$ cat src/rtl/fifo_uart_tx_if.sv
// Read-side handshake between the tx fifo and the UART serializer.
// The serializer is the master: it watches the empty flag and head word and issues pops.
interface fifo_uart_tx_if #(
    parameter int DATA_WIDTH = 8
);
    logic                  i_empty;
    logic [DATA_WIDTH-1:0] i_r_data;
    logic                  o_rd;

    modport master (
        input  i_empty,
        input  i_r_data,
        output o_rd
    );

    modport slave (
        output i_empty,
        output i_r_data,
        input  o_rd
    );
endinterface

$ cat src/rtl/fifo_uart_tx.sv
// UART transmitter draining a fifo: one word per start/data/stop frame, LSB first,
// with baud timing from an internal cycle counter and fully registered outputs.
module fifo_uart_tx #(
    parameter int DATA_WIDTH   = 8,
    parameter int CLKS_PER_BIT = 868
) (
    input  logic                   i_clk,
    input  logic                   i_reset_n,
    fifo_uart_tx_if.master         fifo,
    output logic                   o_tx,
    output logic                   o_busy
);
    localparam int CNT_W = (CLKS_PER_BIT > 1) ? $clog2(CLKS_PER_BIT) : 1;
    localparam int IDX_W = $clog2(DATA_WIDTH) + 1;

    localparam logic [1:0] S_IDLE  = 2'd0;
    localparam logic [1:0] S_START = 2'd1;
    localparam logic [1:0] S_DATA  = 2'd2;
    localparam logic [1:0] S_STOP  = 2'd3;

    logic [1:0]            state_q, state_d;
    logic [CNT_W-1:0]      cnt_q, cnt_d;
    logic [IDX_W-1:0]      idx_q, idx_d;
    logic [DATA_WIDTH-1:0] shift_q, shift_d;
    logic                  tx_q, tx_d;
    logic                  rd_q, rd_d;
    logic                  busy_q, busy_d;
    logic                  baud_wrap;

    // Wrap at CLKS_PER_BIT-1 explicitly so non-power-of-two bit periods stay exact.
    assign baud_wrap = (cnt_q == CNT_W'(CLKS_PER_BIT - 1));

    always_comb begin
        state_d = state_q;
        cnt_d   = baud_wrap ? '0 : cnt_q + 1'b1;
        idx_d   = idx_q;
        shift_d = shift_q;
        rd_d    = 1'b0;

        case (state_q)
            S_IDLE: begin
                cnt_d = '0;
                if (!fifo.i_empty) begin
                    shift_d = fifo.i_r_data;
                    state_d = S_START;
                    rd_d    = 1'b1;
                end
            end
            S_START: begin
                if (baud_wrap) begin
                    idx_d   = '0;
                    state_d = S_DATA;
                end
            end
            S_DATA: begin
                if (baud_wrap) begin
                    shift_d = shift_q >> 1;
                    idx_d   = idx_q + 1'b1;
                    if (idx_q == IDX_W'(DATA_WIDTH - 1)) begin
                        state_d = S_STOP;
                    end
                end
            end
            S_STOP: begin
                if (baud_wrap) begin
                    state_d = S_IDLE;
                end
            end
            default: begin
                state_d = S_IDLE;
            end
        endcase

        // Outputs are decoded from the next state so they line up with the state register.
        case (state_d)
            S_START: tx_d = 1'b0;
            S_DATA:  tx_d = shift_d[0];
            default: tx_d = 1'b1;
        endcase
        busy_d = (state_d != S_IDLE);
    end

    always_ff @(posedge i_clk or negedge i_reset_n) begin
        if (!i_reset_n) begin
            state_q <= S_IDLE;
            cnt_q   <= '0;
            idx_q   <= '0;
            shift_q <= '0;
            tx_q    <= 1'b1;
            rd_q    <= 1'b0;
            busy_q  <= 1'b0;
        end else begin
            state_q <= state_d;
            cnt_q   <= cnt_d;
            idx_q   <= idx_d;
            shift_q <= shift_d;
            tx_q    <= tx_d;
            rd_q    <= rd_d;
            busy_q  <= busy_d;
        end
    end

    assign o_tx    = tx_q;
    assign o_busy  = busy_q;
    assign fifo.o_rd = rd_q;
endmodule

$ cat src/flat_wrapper.sv
// flat-port wrapper written by rule: the top's interface ports become plain ports
module fifo_uart_tx_flat 
#(
    parameter int DATA_WIDTH   = 8,
    parameter int CLKS_PER_BIT = 868
)
  (i_clk, i_reset_n, o_tx, o_busy, fifo_i_empty, fifo_i_r_data, fifo_o_rd);
  fifo_uart_tx_if #(.DATA_WIDTH(DATA_WIDTH)) fifo_i ();
  input  logic i_clk;
  input  logic i_reset_n;
  output logic o_tx;
  output logic o_busy;
  input wire logic [$bits(fifo_i.i_empty)-1:0] fifo_i_empty;
  input wire logic [$bits(fifo_i.i_r_data)-1:0] fifo_i_r_data;
  output wire logic [$bits(fifo_i.o_rd)-1:0] fifo_o_rd;
  assign fifo_i.i_empty = fifo_i_empty;
  assign fifo_i.i_r_data = fifo_i_r_data;
  assign fifo_o_rd = fifo_i.o_rd;
  fifo_uart_tx #(.DATA_WIDTH(DATA_WIDTH), .CLKS_PER_BIT(CLKS_PER_BIT)) u_core (.i_clk(i_clk), .i_reset_n(i_reset_n), .fifo(fifo_i), .o_tx(o_tx), .o_busy(o_busy));
endmodule
$ cat config.mk
export PLATFORM = sky130hd
export DESIGN_NAME = fifo_uart_tx_flat
export DESIGN_NICKNAME = d
export VERILOG_FILES = /design/src/rtl/fifo_uart_tx_if.sv /design/src/rtl/fifo_uart_tx.sv /design/src/flat_wrapper.sv
export SDC_FILE = /design/constraint.sdc
export NUM_CORES = 1
export LEC_CHECK = 0
export CORE_MARGIN = 1
export CORE_UTILIZATION = 49
export DETAILED_ROUTE_END_ITERATION = 12
export HOLD_SLACK_MARGIN = 0.12
export PLACE_DENSITY = 0.73
export SLEW_MARGIN = 10
export SYNTH_ARGS = -nofsm -noshare
export SYNTH_HDL_FRONTEND = slang
export SYNTH_SLANG_ARGS = --single-unit
$ cat constraint.sdc
create_clock -name i_clk -period 2.1 [get_ports i_clk]
set_input_delay 0.525 -clock i_clk [delete_from_list [all_inputs] [get_ports i_clk]]
set_output_delay 0.525 -clock i_clk [all_outputs]
set_load 0.05 [all_outputs]
After elaboration in Yosys (flattened, before gate mapping)
Cells that the tools add are included.

Register bits after elaboration: 27. Bits of input ports: 11. Word-level logic and storage cells: 43.

Add/sub/neg operators: 2. Equality and inequality tests: 10. Multiplexer cells: 17. Reductions and logical operators: 6.

Operator list (number): 10-bit 2-to-1 mux (2); 8-bit 2-to-1 mux (2); 8-bit case mux with 2 select lines (1); 10-bit by 1-bit adder with 10-bit output (second input constant) (1); 10-bit equality test (second input constant) (1); 2-bit 2-to-1 mux (5); 4-bit 2-to-1 mux (2); 2-bit case mux with 4 select lines (1); 4-bit case mux with 2 select lines (1); 2-bit equality test (second input constant) (3); 3-bit AND reduction (2); 2-bit nonzero test (3); 4-bit by 1-bit adder with 4-bit output (second input constant) (1); 2-bit by 1-bit equality test with 1-bit output (second input constant) (2); 4-bit by 3-bit equality test with 1-bit output (second input constant) (1); 2-bit by 1-bit != test with 1-bit output (second input constant) (2); 2-bit logical NOT (1); 1-bit 2-to-1 mux (2); 2-bit != test (second input constant) (1); 1-bit case mux with 2 select lines (1).

Logic depth before layout (Yosys ltp)
Gate-level depths: netlist of run 1.

Word-level depth: 6. Gate-level depth with buffers: 7.

Worst setup path after synthesis of run 1
Ideal clock, no wire load.

Kind: reg2reg. Start: register u_core.cnt_q[0]. End: register u_core.shift_q[0]. Library setup time: 0.126 ns. Arrival time: 1.899 ns. Setup slack: 0.075 ns. Cell stages (with the launch flop): 7. Buffers on the path: 1. Path through: dfrtp_1 ha_1 or3b_1 buf_2 nor4_4 nor2_2 a221o_1.

Longest elaborated chain between the ends: 3.

Ends and longest elaborated chain: start: declaration (RTL line fifo_uart_tx.sv:22) `logic [CNT_W-1:0] cnt_q, cnt_d;`; start signal: assignment (RTL line fifo_uart_tx.sv:94) `cnt_q <= cnt_d;`; 10-bit equality test (RTL line fifo_uart_tx.sv:31) `assign baud_wrap = (cnt_q == CNT_W'(CLKS_PER_BIT - 1));`; 8-bit 2-to-1 mux (RTL line fifo_uart_tx.sv:56) `if (baud_wrap) begin`; 8-bit case mux with 2 select lines (RTL line fifo_uart_tx.sv:40) `case (state_q)`; net u_core.shift_d[0] (RTL line fifo_uart_tx.sv:24) `logic [DATA_WIDTH-1:0] shift_q, shift_d;`; end signal: assignment (RTL line fifo_uart_tx.sv:96) `shift_q <= shift_d;`; end: declaration (RTL line fifo_uart_tx.sv:24).

The timed path passes the listed nets, and every way through them passes these cells. The select of a mux whose other input is x is not followed. A chain may end at the register's enable or synchronous reset.

Final worst setup path of run 1
Start: register u_core.rd_q, in the netlist u_core.fifo.o_rd. End: output port fifo_o_rd.

RTL lines: start: declaration (RTL line fifo_uart_tx.sv:26) `logic rd_q, rd_d;`; start signal: assignment (RTL line fifo_uart_tx.sv:98) `rd_q <= rd_d;`; end: declaration (RTL line flat_wrapper.sv:15) `output wire logic [$bits(fifo_i.o_rd)-1:0] fifo_o_rd;`.

No word-level cell between the ends.

==> results.json, run 1 <==
{
  "status": "completed",
  "syn_area_per_cell_sq_um": 10.4,
  "clock.fmax_mhz": 503,
  "drc_errors": 0,
  "hpwl_microns": 1840,
  "power.density_nw_per_um2": 733,
  "syn_inst": 129,
  "globalRoute.totalOverflow": 0,
  "slowest_stage": "clkdlybuf4s50_1",
  "fp-row-count": 18,
  "synth_edf_count": 0,
  "critical_path_required_ns": 1.57,
  "async_reset_ff_share_pct": 100,
  "crit_fanout": 1,
  "synth.top_cells.by_count": "dfrtp_1, nor2_1, nand2_1",
  "grt_usage_pct": 19.6,
  "synth.most_common_cell": "dfrtp_1",
  "syn_area_sq_um": 1340,
  "via_per_inst": 5.77,
  "placed_cell_area_sq_um": 1530,
  "cts_tree": "built",
  "post-place-ws_ns": 0.143,
  "critPathKind": "reg2out",
  "drive_gt1_share_pct": 15.6,
  "relSlewSlack_pct": 67.4,
  "cts-root-buf": "clkbuf_4",
  "hp-class": "reg2reg",
  "max-cap-violations": 0,
  "synth_top_family_by_area": "simple AND/OR/NAND/NOR gates",
  "vdd_drop_max_mv": 0.545,
  "synth_top_area_share_pct": 48.6,
  "die_h_microns": 54.2,
  "cp-start-kind": "register",
  "synth-seq-area-share_pct": 50.6,
  "area_growth_pct": 17.0,
  "syn-num-nets": 142,
  "ys_ff_latch": 27,
  "setup_ws_ns": 0.111,
  "cts_made_buffers": 3,
  "routed_wl_microns": 2510,
  "dieArea_sq_um": 2940,
  "worstSkewPairLatency_ns": 0.33,
  "initial_utilization_pct": 53.0,
  "io_buffers": 13,
  "synth_cell_type_count": 36,
  "yosysWarnings": 0,
  "dr.pass1.iters": 4,
  "clockBufferDepth": 2,
  "fp.coreArea_sq_um": 2520,
  "slew_violations": 0,
  "cts_resized": 0,
  "crit_family": "buffers and inverters",
  "antenna_cells": 0,
  "drt_iter0_drc": 22,
  "ant_nets": 0,
  "layout.nets": 161,
  "holdWs_ns": 0.501,
  "multi_input_comb_area_sq_um": 629,
  "cts_hold_buf": 0,
  "synthTopCellsByArea": "dfrtp_1, a21o_2, a22o_1, nor2_1, o2bb2ai_1",
  "synth_adder_area_share_pct": 1.87,
  "synth_xor_area_share_pct": 5.89,
  "io_pins": 14,
  "crit_arrival_ns": 1.46,
  "fillers": 225,
  "grt_pass1_wl_microns": 4140,
  "cts.clk_slew.worst_paths_ns": 0.15,
  "seqCellArea_sq_um": 677,
  "r2r_setup_slack_ns": 0.23,
  "min_period_ns": 1.99,
  "wl_per_cell_microns": 14.2,
  "cpPeakStageDelay_ns": 0.79,
  "fin_area_sq_um": 1570,
  "final-hold-violation-count": 0,
  "rsz0062_at_grt": "no",
  "synth-compound-area-share_pct": 18.5,
  "power_leakage_nw": 0.691,
  "setup_viol": 0,
  "period_share_pct": 94.7,
  "vias": 1022,
  "tightest_slew_ns": 0.488,
  "path_buf_inv": 1,
  "post_cts_buffers": 0,
  "yosys.area_share.simple_pct": 19.6,
  "chipWidth_microns": 54.2,
  "gp_congestion": 0.738,
  "grt_antenna_before_repair": 0,
  "grt_pass1_vias": 969,
  "synth_top_area_cell": "dfrtp_1",
  "grt_max_degree": 28,
  "fin_worst_skew_ns": 0.0107,
  "endpoint_kind": "output port",
  "synthMuxAreaShare_pct": 0.748,
  "crit_chain": "clkdlybuf4s50_1",
  "htree_levels": 1,
  "utilization_pct": 62.1,
  "ys_dominant_reg_cell": "dfrtp_1",
  "fin_setup_tns_ns": 0,
  "clock-sinks": 27
}
==> flip-flops by register name (all words and copies together), names as in the netlist <==
| name | cells |
|---|---|
| u_core.cnt_q | 10 |
| u_core.fifo.o_rd | 1 |
| u_core.idx_q | 4 |
| u_core.o_busy | 1 |
| u_core.o_tx | 1 |
| u_core.shift_q | 8 |
| u_core.state_q | 2 |
==> layer usage <==
metal / wire, microns / up-vias / GRT usage (%)
li1: - / 507 / -
met1: 1130 / 492 / 23.2
met2: 1260 / 19 / 36.2
met3: 98 / 4 / 2.50
met4: 23 / 0 / 6.41
met5: 0 / - / 0
==> where the power goes <==
| part | total (mW) | switching, mW | internal (mW) |
|---|---|---|---|
| Sequential | 0.690 | 0.0887 | 0.602 |
| Combinational | 0.230 | 0.110 | 0.120 |
| Clock | 0.228 | 0.155 | 0.0728 |
| Total | 1.15 | 0.354 | 0.794 |
==> through the flow <==
stage	cells	total power, mW
after CTS	177	1.16
after floorplan	129	0.848
after detailed placement	173	0.932
final	177	1.15
after global routing	177	1.21
after global placement	173	0.918
==> final cells by class <==
cell class	count	share of cell area, %
multi-input combinational	93	40.2
clock buffer	3	1.44
inverter	3	0.719
clock inverter	1	0.480
timing repair buffer	20	11.5
sequential	27	43.2
tap	30	2.40
==> logic make-up after synthesis <==
| kind of cell | after synthesis |
|---|---|
| xor gates and xnor gates | 9 |
| muxes | 1 |
| and+or+nand+nor | 50 |
| buffers and inverters | 9 |
| adders and majority gates | 2 |
| DFF | 27 |
| AOI/OAI and AO/OA | 31 |
==> cells in the final DEF, fill, tap and decap left out, types with 2 or more instances in the layout <==
master,count
nand2b_1,2
inv_1,3
buf_4,8
a22oi_1,2
nor3_1,4
a22o_1,6
xor2_1,4
nor2_1,13
o2bb2ai_1,5
dfrtp_1,26
a31oi_1,2
nand2_1,11
and3_1,2
ha_1,2
a21o_2,6
nand3_1,6
nor4_1,3
a21oi_1,3
xnor2_1,5
o21ai_0,2
clkdlybuf4s50_1,12
clkbuf_4,3
==> final timing paths <==
path	start	endpoint	cells past startpoint
max in group asynchronous	i_reset_n	u_core.o_tx	2
min reg2reg	u_core.cnt_q[0]	u_core.cnt_q[0]	1
max	u_core.fifo.o_rd	fifo_o_rd	1
min in group asynchronous	i_reset_n	u_core.cnt_q[8]	2
min	u_core.cnt_q[0]	u_core.cnt_q[0]	1
max reg2reg	u_core.cnt_q[0]	u_core.o_tx	6
Note: power is estimated with default switching activity, not from simulation.
==> inputs of run 2 (changes only) <==
CORE_ASPECT_RATIO = 1.5   (was not set)
==> results.json, run 2 (synthesis results as in run 1) <==
{
  "setup_ws_ns": 0.0761,
  "drc_errors": 0,
  "power_leakage_nw": 0.694,
  "final_cell_mix": "dfrtp_1, nor2_1, clkdlybuf4s50_1",
  "path_depth": 1,
  "die_h_microns": 66.0,
  "chipWidth_microns": 44.7,
  "power.density_nw_per_um2": 732,
  "largest_reg_flops": 10,
  "endpoint_kind": "output port",
  "globalRoute.totalOverflow": 0,
  "min_period_ns": 2.02,
  "fin_worst_skew_ns": 0.00442,
  "area_growth_pct": 17.0,
  "grt_usage_pct": 20.6,
  "dieArea_sq_um": 2950,
  "hpwl_microns": 1800,
  "top_register": "u_core.cnt_q",
  "fin_setup_tns_ns": 0,
  "worstSkewPairLatency_ns": 0.33,
  "io_pins": 14,
  "drt_iter0_drc": 19,
  "vdd_drop_max_mv": 0.559,
  "grt_antenna_before_repair": 0,
  "crit_arrival_ns": 1.50,
  "period_share_pct": 96.4,
  "htree_levels": 1,
  "wl_per_cell_microns": 13.6,
  "slew_violations": 0,
  "fillers": 222,
  "clock.fmax_mhz": 494,
  "grt_pass1_vias": 1002,
  "hp-class": "reg2reg",
  "crit_family": "buffers and inverters",
  "cpPeakStageDelay_ns": 0.80,
  "drive_gt1_share_pct": 15.0,
  "cts_tree": "built",
  "dr.pass1.iters": 4,
  "post_cts_buffers": 0,
  "cts_made_buffers": 3,
  "critical_path_required_ns": 1.57,
  "ant_nets": 0,
  "relSlewSlack_pct": 67.2,
  "tightest_slew_ns": 0.491,
  "post-place-ws_ns": 0.164,
  "fp.coreArea_sq_um": 2500,
  "setup_viol": 0,
  "path_buf_inv": 1,
  "cp-start-kind": "register",
  "critPathKind": "reg2out",
  "max-cap-violations": 0,
  "crit_fanout": 1,
  "cts.clk_slew.worst_paths_ns": 0.14,
  "cts_resized": 0,
  "reg2reg_depth": 6,
  "clock-sinks": 27,
  "grt_pass1_wl_microns": 4460,
  "via_per_inst": 5.51,
  "grt_max_degree": 28,
  "slowest_stage": "clkdlybuf4s50_1",
  "layout.nets": 161,
  "final-hold-violation-count": 0,
  "fp-row-count": 22,
  "io_buffers": 13,
  "rsz0062_at_grt": "no",
  "clockBufferDepth": 2,
  "cts-root-buf": "clkbuf_4",
  "routed_wl_microns": 2500,
  "status": "completed",
  "gp_congestion": 0.790,
  "cts_hold_buf": 0,
  "initial_utilization_pct": 53.4,
  "min_path_cells": 1,
  "final_common_cell": "dfrtp_1",
  "antenna_cells": 0,
  "vias": 1009,
  "top_regs": "u_core.cnt_q (10), u_core.shift_q (8), u_core.idx_q (4)",
  "crit_chain": "clkdlybuf4s50_1"
}
run 2: cell types whose count changed in the layout (fill, tap and decap cells not counted):
cell        change
clkinvlp_4      -1
clkinv_2        +1
nor3_1          +1
nor3_2          -1
run 2: cell type report:
cell class	count	area, sq um	area share, %
flip-flops and latches	27	677	43.2
multi-input cells	93	624	39.9
repair buffers	20	180	11.5
well taps	36	45.0	2.88
clock buffers	3	22.5	1.44
inverters	3	11.3	0.719
clock inverters	1	5.00	0.320
run 2: power breakdown:
group | leakage [nW] | total, mW | internal (mW) | switching, mW
Combinational | 0.339 | 0.231 | 0.120 | 0.111
Clock | 0.0177 | 0.226 | 0.0716 | 0.155
Sequential | 0.338 | 0.689 | 0.602 | 0.0876
Total | 0.694 | 1.15 | 0.793 | 0.353
run 2: through the flow:
stage / cell area (sq um) / std cells / util [%] / power (mW) / hold WS [ns]
3_5_place_dp: 1540 / 179 / 61.4 / 0.931 / 0.476
4_1_cts: 1570 / 183 / 62.5 / 1.16 / 0.501
5_1_grt: 1570 / 183 / 62.5 / 1.23 / 0.518
6_report: 1570 / 183 / 62.5 / 1.15 / 0.496
3_3_place_gp: 1540 / 179 / 61.4 / 0.920 / 0.471
2_1_floorplan: 1340 / 129 / - / 0.848 / 0.229
run 2: layer usage:
layer / vias to the layer above / part of all wire (%) / global-route usage [%]
met5: - / 0 / 0
met4: 0 / 1.8 / 10.2
met3: 6 / 3.6 / 3.28
met2: 19 / 50 / 33.5
met1: 484 / 44 / 26.0
li1: 500 / - / -
run 2: final timing paths:
path,startpoint,end,slack (ns)
setup / recovery,u_core.o_busy,o_busy,0.08
hold / removal,u_core.cnt_q[0],u_core.cnt_q[0],0.50
setup reg to reg,u_core.cnt_q[0],u_core.state_q[0],0.19
hold reg to reg,u_core.cnt_q[0],u_core.cnt_q[0],0.50
max in group asynchronous,i_reset_n,u_core.o_tx,1.25
min in group asynchronous,i_reset_n,u_core.o_busy,0.55
==> inputs of run 3 (changes only) <==
ABC_CLOCK_PERIOD_IN_PS = 2100   (was not set)
CAP_MARGIN = 10   (was not set)
==> results of run 3 <==
Final layout, timing and power as in run 2 (identical DEF).
